<file path="src/rtl/top_level_mult.sv">
`default_nettype none
// ============================================================================
// Module   : top_level_mult
// Purpose  : Self-contained signed 8x8 multiply engine. On a falling edge of
//            start it reads operand A and operand B from its internal data
//            memory and forms the 16-bit two's-complement product with an
//            8-step radix-2 shift-add. It then writes the product back
//            little-endian (low byte first) and raises done.
// Ports    : clk   - sole clock, rising edge
//            reset - asynchronous, active-low reset
//            start - request; a 1->0 transition starts one multiply
//            done  - registered acknowledge, high while the product is valid
// Revision : 1.0 - initial release
// ============================================================================
module top_level_mult #(
  parameter int DM_DEPTH = 256,
  parameter int ADDR_A   = 0,
  parameter int ADDR_B   = 1,
  parameter int ADDR_LO  = 2,
  parameter int ADDR_HI  = 3
) (
  input  logic clk,
  input  logic reset,
  input  logic start,
  output logic done
);

  localparam int c_AW = (DM_DEPTH > 1) ? $clog2(DM_DEPTH) : 1;

  localparam logic [c_AW-1:0] c_ADDR_A  = c_AW'(ADDR_A);
  localparam logic [c_AW-1:0] c_ADDR_B  = c_AW'(ADDR_B);
  localparam logic [c_AW-1:0] c_ADDR_LO = c_AW'(ADDR_LO);
  localparam logic [c_AW-1:0] c_ADDR_HI = c_AW'(ADDR_HI);

  typedef enum logic [2:0] {
    ST_IDLE  = 3'd0,
    ST_LD_A  = 3'd1,
    ST_LD_B  = 3'd2,
    ST_MUL   = 3'd3,
    ST_WR_LO = 3'd4,
    ST_WR_HI = 3'd5,
    ST_DONE  = 3'd6
  } state_t;

  state_t            r_state;
  state_t            w_next_state;
  logic              r_start_q;
  logic              r_done;
  logic [15:0]       r_mcand;   // sign-extended A, shifted left each step
  logic [7:0]        r_mplier;  // B, shifted right each step
  logic [15:0]       r_acc;
  logic [2:0]        r_cnt;

  logic              w_fall;
  logic [c_AW-1:0]   w_rd_addr;
  logic [7:0]        w_rd_data;
  logic              w_we;
  logic [c_AW-1:0]   w_waddr;
  logic [7:0]        w_wdata;
  logic [15:0]       w_pp;

  // --------------------------------------------------------------------------
  // Internal data memory (kept as instance dm / array core for direct access)
  // --------------------------------------------------------------------------
  top_level_mult_dm #(
    .DEPTH (DM_DEPTH),
    .AW    (c_AW)
  ) dm (
    .clk     (clk),
    .i_we    (w_we),
    .i_waddr (w_waddr),
    .i_wdata (w_wdata),
    .i_raddr (w_rd_addr),
    .o_rdata (w_rd_data)
  );

  assign w_fall = r_start_q & ~start;

  // Partial product for the current multiplier bit. The MSB of a
  // two's-complement multiplier carries weight -2^7, so the last step
  // subtracts the shifted multiplicand instead of adding it.
  always_comb begin
    w_pp = 16'd0;
    if (r_mplier[0]) begin
      if (r_cnt == 3'd7) begin
        w_pp = ~r_mcand + 16'd1;
      end else begin
        w_pp = r_mcand;
      end
    end
  end

  // --------------------------------------------------------------------------
  // Next-state and memory-port control
  // --------------------------------------------------------------------------
  always_comb begin
    w_next_state = r_state;
    w_rd_addr    = c_ADDR_A;
    w_we         = 1'b0;
    w_waddr      = c_ADDR_LO;
    w_wdata      = 8'd0;
    case (r_state)
      ST_IDLE: begin
        if (w_fall) begin
          w_next_state = ST_LD_A;
        end
      end
      ST_LD_A: begin
        w_rd_addr    = c_ADDR_A;
        w_next_state = ST_LD_B;
      end
      ST_LD_B: begin
        w_rd_addr    = c_ADDR_B;
        w_next_state = ST_MUL;
      end
      ST_MUL: begin
        if (r_cnt == 3'd7) begin
          w_next_state = ST_WR_LO;
        end
      end
      ST_WR_LO: begin
        w_we         = 1'b1;
        w_waddr      = c_ADDR_LO;
        w_wdata      = r_acc[7:0];
        w_next_state = ST_WR_HI;
      end
      ST_WR_HI: begin
        w_we         = 1'b1;
        w_waddr      = c_ADDR_HI;
        w_wdata      = r_acc[15:8];
        w_next_state = ST_DONE;
      end
      ST_DONE: begin
        // Leave only once done has actually been presented for a cycle,
        // so a start that returned high early still yields a done pulse.
        if (r_done && start) begin
          w_next_state = ST_IDLE;
        end
      end
      default: begin
        w_next_state = ST_IDLE;
      end
    endcase
  end

  // --------------------------------------------------------------------------
  // State register and datapath
  // --------------------------------------------------------------------------
  always_ff @(posedge clk or negedge reset) begin
    if (!reset) begin
      r_state   <= ST_IDLE;
      r_start_q <= 1'b1;
      r_done    <= 1'b0;
      r_mcand   <= 16'd0;
      r_mplier  <= 8'd0;
      r_acc     <= 16'd0;
      r_cnt     <= 3'd0;
    end else begin
      r_state   <= w_next_state;
      r_start_q <= start;
      // done is set on the first clock spent in DONE and cleared on the
      // same edge that returns the FSM to IDLE.
      r_done    <= (r_state == ST_DONE) && !(r_done && start);
      case (r_state)
        ST_LD_A: begin
          r_mcand <= {{8{w_rd_data[7]}}, w_rd_data};
          r_acc   <= 16'd0;
          r_cnt   <= 3'd0;
        end
        ST_LD_B: begin
          r_mplier <= w_rd_data;
        end
        ST_MUL: begin
          r_acc    <= r_acc + w_pp;
          r_mcand  <= {r_mcand[14:0], 1'b0};
          r_mplier <= {1'b0, r_mplier[7:1]};
          r_cnt    <= r_cnt + 3'd1;
        end
        default: begin
        end
      endcase
    end
  end

  assign done = r_done;

endmodule

// ============================================================================
// Module   : top_level_mult_dm
// Purpose  : Byte-wide data memory with one combinational read port and one
//            synchronous write port. Contents are not affected by reset.
// Ports    : clk     - write clock
//            i_we    - write enable
//            i_waddr - write address
//            i_wdata - write data
//            i_raddr - read address
//            o_rdata - read data (combinational)
// Revision : 1.0 - initial release
// ============================================================================
module top_level_mult_dm #(
  parameter int DEPTH = 256,
  parameter int AW    = 8
) (
  input  logic          clk,
  input  logic          i_we,
  input  logic [AW-1:0] i_waddr,
  input  logic [7:0]    i_wdata,
  input  logic [AW-1:0] i_raddr,
  output logic [7:0]    o_rdata
);

  logic [7:0] core [0:DEPTH-1];

  always_ff @(posedge clk) begin
    if (i_we) begin
      core[i_waddr] <= i_wdata;
    end
  end

  assign o_rdata = core[i_raddr];

endmodule
`default_nettype wire

</file>
<file path="config.mk">
export PLATFORM = sky130hd
export DESIGN_NAME = top_level_mult
export DESIGN_NICKNAME = d
export VERILOG_FILES = /design/src/rtl/top_level_mult.sv
export SDC_FILE = /design/constraint.sdc
export NUM_CORES = 1
export LEC_CHECK = 0
export ABC_AREA = 1
export CELL_PAD_IN_SITES_DETAIL_PLACEMENT = 1
export CELL_PAD_IN_SITES_GLOBAL_PLACEMENT = 1
export CORE_AREA = 2 2 39 41
export DETAILED_ROUTE_END_ITERATION = 8
export DIE_AREA = 0 0 41 43
export PLACE_DENSITY_LB_ADDON = 0.1
export SYNTH_ARGS = -nofsm -noshare
export SYNTH_HDL_FRONTEND = slang
export SYNTH_SLANG_ARGS = --single-unit
</file>
<file path="constraint.sdc">
create_clock -name clk -period 1.6 [get_ports clk]
set_input_delay 0.32 -clock clk [delete_from_list [all_inputs] [get_ports clk]]
set_output_delay 0.32 -clock clk [all_outputs]
set_load 0.02 [all_outputs]
</file>
==> results.yml, run 1 <==
cts:
  cts_root_buf: "clkbuf_4"
  clk_path_buf_depth: 2
  post_cts_buffers: 0
  ctsResizeCount: 0
  cts_hold_buf: 0
  cts_tree: "yes"
  worstSkewPairLatency_ps: 260
  cts_made_buffers: 3
  htree_levels: 1
  cts.sinks: 8
  path_clk_slew_ps: 60
yosys:
  synth_area_leaders: "dfrtp_1, dfstp_2, ha_1, inv_1, a21oi_1"
  synth-seq-cells: 8
  ys_types: 14
  synth_top_cell_by_area: "dfrtp_1"
  synth.avg_cell_area_um2: 10.1
  ys_seq_area_share_pct: 53.8
  syn_nets: 42
  syn_inst: 37
  synth.top_cell.area_share_pct: 46.8
  ys.warnings.count: 0
  syn_area_um2: 374
timing:
  hold_viol_final: 0
  final_max_slew_viol_count: 0
  timing.fmax_mhz: 658
  whs_ps: 340
  rsz0062_at_grt: "no"
  finalSetupViolations: 0
  setup_tns_ps: 0
  slew_headroom_pct: 75.3
  period_minus_slack_ps: 1520
  worstMarginPinSlew_ps: 370
  fin_crit_sh_pct: 95.1
  fin_worst_skew_ps: 10.1
critical_path:
  cp_slowest_stage_delay_ps: 600
  critPathMaxFanout: 2
  cp_top_family: "buffers and inverters"
  critPathSlowestCell: "clkdlybuf4s50_1"
  worst-path-buf-inv: 1
  required_ps: 1280
  cp_cell_sequence: "clkdlybuf4s50_1"
  cp-start-kind: "flop"
  crit_type: "reg -> out"
  worst_ep_arrival_time_ps: 1200
  cp-end-kind: "primary output"
global_routing:
  grt_pass1_vias: 307
  track_usage_pct: 13.0
  grt_pass1_wl_um: 1390
  grt_max_degree: 9
  antenna_found_initial: 0
  grt_remaining_overflow: 0
worst_hold_path:
  hold_path.class: "in -> async"
routing:
  routed_via_density: 4.77
  drt-total-wl_um: 810
  wl_per_cell_um: 13.5
  drt_pass1_iterations: 2
  drcViolationCount: 0
  routed-via-count: 286
  ant_nets: 0
  drt_iter0_markers: 1
run:
  drv_cap: 0
die:
  start_util_pct: 27.0
  die_y_um: 43
  core_um2: 1380
  die_area_um2: 1760
  ios: 4
  fp.dieW_um: 41
  num_rows: 14
pwr:
  leakagePower_nw: 0.224
  pwr-share-comb_pct: 37.5
  power.share.switching_pct: 40.0
  p_switching_mw: 0.338
  powerDensity_nw_per_um2: 1880
  p_clk_share_pct: 20.0
  total_power_mw: 0.846
  ir_drop_uv: 635
  seq_power_share_pct: 42.5
  p_int_mw: 0.508
final_layout:
  multi_input_area_um2: 150
  final_common_cell: "dfrtp_1"
  layout_common_cells: "dfrtp_1, inv_1, nand2_1"
  fin_area_um2: 450
  synthToLayoutAreaGrowth_pct: 20.4
  num_antenna_cells: 0
  drive_above_1_share_pct: 20.5
  ff_latch_area_um2: 201
  layout.nets: 50
  nFillCells: 170
  final_util_pct: 32.5
placed_design:
  port-buffer-count: 3
  gp_congestion: 0.688
  placed_area_um2: 424
  post-dp-hpwl_um: 639
outcome:
  outcome: "finished, final reports clean"
## cell usage after synthesis
master / number
nand3_1: 1
nand4_1: 2
ha_1: 2
o2111ai_1: 1
dfstp_2: 1
nor2_1: 3
a21oi_1: 4
dfrtp_1: 7
nand2_2: 1
nand2_4: 1
nand2_1: 5
inv_1: 6
nor2_4: 1
a22o_2: 2
## power groups by stage
| stage | clock network [mW] | logic (mW) | registers [mW] |
|---|---|---|---|
| final | 0.169 | 0.317 | 0.360 |
| after global routing | 0.190 | 0.367 | 0.369 |
| after CTS | 0.175 | 0.323 | 0.360 |
| after detailed placement | 0 | 0.322 | 0.364 |
| after global placement | 0 | 0.306 | 0.354 |
| after floorplan | 0 | 0.239 | 0.347 |
## layer usage
layer | global-route usage, % | wire, um | share of wire (%)
met1 | 14.1 | 320 | 40
met2 | 18.4 | 437 | 54
met3 | 4.71 | 16 | 2.0
met4 | 12.0 | 36 | 4.4
met5 | 0 | 0 | 0
## stage by stage
step | cells | worst slack (ps)
2_1_floorplan | 37 | 415
3_3_place_gp | 56 | 312
3_5_place_dp | 56 | 269
4_1_cts | 60 | 64.7
5_1_grt | 60 | 26.8
6_report | 60 | 79.2
## flip-flops by register name (all words and copies together), names as in the netlist
| signal | cells |
|---|---|
| r_cnt | 3 |
| done | 1 |
| r_start_q | 1 |
| r_state | 3 |
## area by class of cell
| type | instances | area share (%) |
|---|---|---|
| inverter | 6 | 5.00 |
| tap | 16 | 4.44 |
| timing repair buffer | 3 | 6.67 |
| multi-input combinational | 23 | 33.3 |
| clock buffer | 4 | 5.83 |
| sequential | 8 | 44.7 |
## worst paths after layout
kind,from,to,slack (ps),depth (start not counted)
worst max-delay path,done,done,80,1
min in group clk,r_cnt[0],r_cnt[0],490,1
worst min-delay path,reset,r_cnt[2],340,1
max in group asynchronous,reset,r_start_q,940,1
worst max register to register,r_cnt[0],r_cnt[2],380,3
worst min register to register,r_cnt[0],r_cnt[0],490,1
## cell families after synthesis
group | synth area share (%)
AO/OA/AOI/OAI | 13.0
adder cells (fa/ha/maj) | 6.69
buffers and inverters | 6.02
flip-flops | 53.8
AND/OR/NAND/NOR | 20.4
Power figures use the tool's default switching activity.
==> run 2: changes to the inputs <==
- SLEW_MARGIN: default -> 15
==> results of run 2 <==
Same layout as run 1: the final DEF is identical, and so are final timing and power.
==> run 3: changes to the inputs <==
- CTS_BUF_LIST: default -> sky130_fd_sc_hd__clkbuf_16
==> run 3 against run 2 <==
  * Clock-buffer cell count decreased by 1
  * Flip-flop and latch count unchanged
  * Sequential power barely moved
  * Clock skew decreased by 4.4 ps
  * Non-clock buffer count unchanged
  * Setup slack improved by 3.2 ps
  * Critical path type unchanged
  * Combinational power hardly changed
==> results.yml, run 3 (same netlist as run 1, synthesis figures left out) <==
outcome:
  outcome: "finished, final reports clean"
placed_design:
  gp_congestion: 0.688
  post-dp-hpwl_um: 639
  dp.cells: 56
  port-buffer-count: 3
final_layout:
  layout_common_cells: "inv_1, dfrtp_1, nand2_1"
  multi_input_area_um2: 150
  drive_above_1_share_pct: 20.5
  ff_latch_area_um2: 201
  num_antenna_cells: 0
  final_util_pct: 36.3
  synthToLayoutAreaGrowth_pct: 34.4
  layout.nets: 50
  nFillCells: 167
  top_regs: "r_cnt x3, r_state x3"
  fin_cells: 60
critical_path:
  r2r-end: "r_cnt[2]"
  r2r_slack_ps: 380
  startpoint: "done"
  critPathSlowestCell: "clkdlybuf4s50_1"
  worst_ep_arrival_time_ps: 1200
  crit_type: "reg -> out"
  required_ps: 1280
  cp-start-kind: "flop"
  cp-end-kind: "primary output"
  cp_cell_sequence: "clkdlybuf4s50_1"
  cp_slowest_stage_delay_ps: 610
  r2r_start: "r_cnt[0]"
  critPathMaxFanout: 2
  worst-path-buf-inv: 1
  cp_top_family: "buffers and inverters"
  rr_worst_depth: 3
routing:
  drt-total-wl_um: 854
  ant_nets: 0
  routed_via_density: 4.73
  drt_iter0_markers: 1
  drcViolationCount: 0
  routed-via-count: 284
  drt_pass1_iterations: 2
  wl_per_cell_um: 14.2
cts:
  path_clk_slew_ps: 40
  cts_root_buf: "clkbuf_16"
  htree_levels: 1
  cts.sinks: 8
  cts_made_buffers: 3
  ctsResizeCount: 0
  cts_tree: "yes"
  worstSkewPairLatency_ps: 240
  cts_hold_buf: 0
  post_cts_buffers: 0
  clk_path_buf_depth: 2
timing:
  period_minus_slack_ps: 1520
  timing.fmax_mhz: 659
  final_max_slew_viol_count: 0
  whs_ps: 362
  finalSetupViolations: 0
  setup_tns_ps: 0
  rsz0062_at_grt: "no"
  hold_viol_final: 0
  fin_worst_skew_ps: 5.77
  slew_headroom_pct: 75.6
  fin_crit_sh_pct: 94.8
  worstMarginPinSlew_ps: 365
worst_hold_path:
  hold_path.class: "in -> async"
die:
  num_rows: 14
  fp.dieW_um: 41
  core_um2: 1380
  die_area_um2: 1760
  die_y_um: 43
  start_util_pct: 27.0
  ios: 4
global_routing:
  antenna_found_initial: 0
  grt_max_degree: 9
  grt_pass1_wl_um: 1500
  grt_pass1_vias: 319
  track_usage_pct: 14.4
  grt_remaining_overflow: 0
pwr:
  powerDensity_nw_per_um2: 2220
  leakagePower_nw: 0.252
  ir_drop_uv: 886
run:
  drv_cap: 0
## run 3: cell count changes in the layout (fill, tap and decap cells not counted), sizes merged
cell,before,now
inv,6,7
clkbuf,4,3
## run 3: how the worst max path moves through the flow
stage / endpoint / slack [ps] / cells past startpoint
after floorplan: r_cnt[2] / 420 / 3
after global placement: r_state[0] / 310 / 5
after detailed placement: r_state[1] / 270 / 4
after CTS: done / 70 / 1
after global routing: done / 60 / 1
final: done / 80 / 1
## run 3: where the power goes
group | switching (mW) | leakage [nW] | internal, mW | total (mW)
logic | 0.180 | 0.110 | 0.136 | 0.316
clock network | 0.112 | 0.0423 | 0.327 | 0.438
registers | 0.0839 | 0.0992 | 0.278 | 0.361
total | 0.376 | 0.252 | 0.740 | 1.12
## run 3: per-stage QoR
step	area (um2)	power (mW)	worst slack [ps]
after floorplan	374	0.587	415
after global placement	424	0.659	312
after detailed placement	424	0.687	269
after CTS	503	1.13	73.2
after global routing	503	1.19	60.3
final	503	1.12	82.4
## run 3: layout make-up
cell class | count | area share, %
repair buffers | 3 | 5.97
multi-input cells | 23 | 29.9
flip-flops and latches | 8 | 40.0
well taps | 16 | 3.98
clock inverters | 1 | 0.746
clock buffers | 3 | 14.9
inverters | 6 | 4.48
## run 3: per-layer routing
metal | track usage, % | routed length (um) | part of all wire, % | vias to the layer above
li1 | - | - | - | 136
met1 | 14.1 | 320 | 37 | 139
met2 | 20.0 | 457 | 54 | 4
met3 | 6.28 | 25 | 2.9 | 5
met4 | 16.0 | 51 | 6.0 | 0
met5 | 0 | 0 | 0 | -
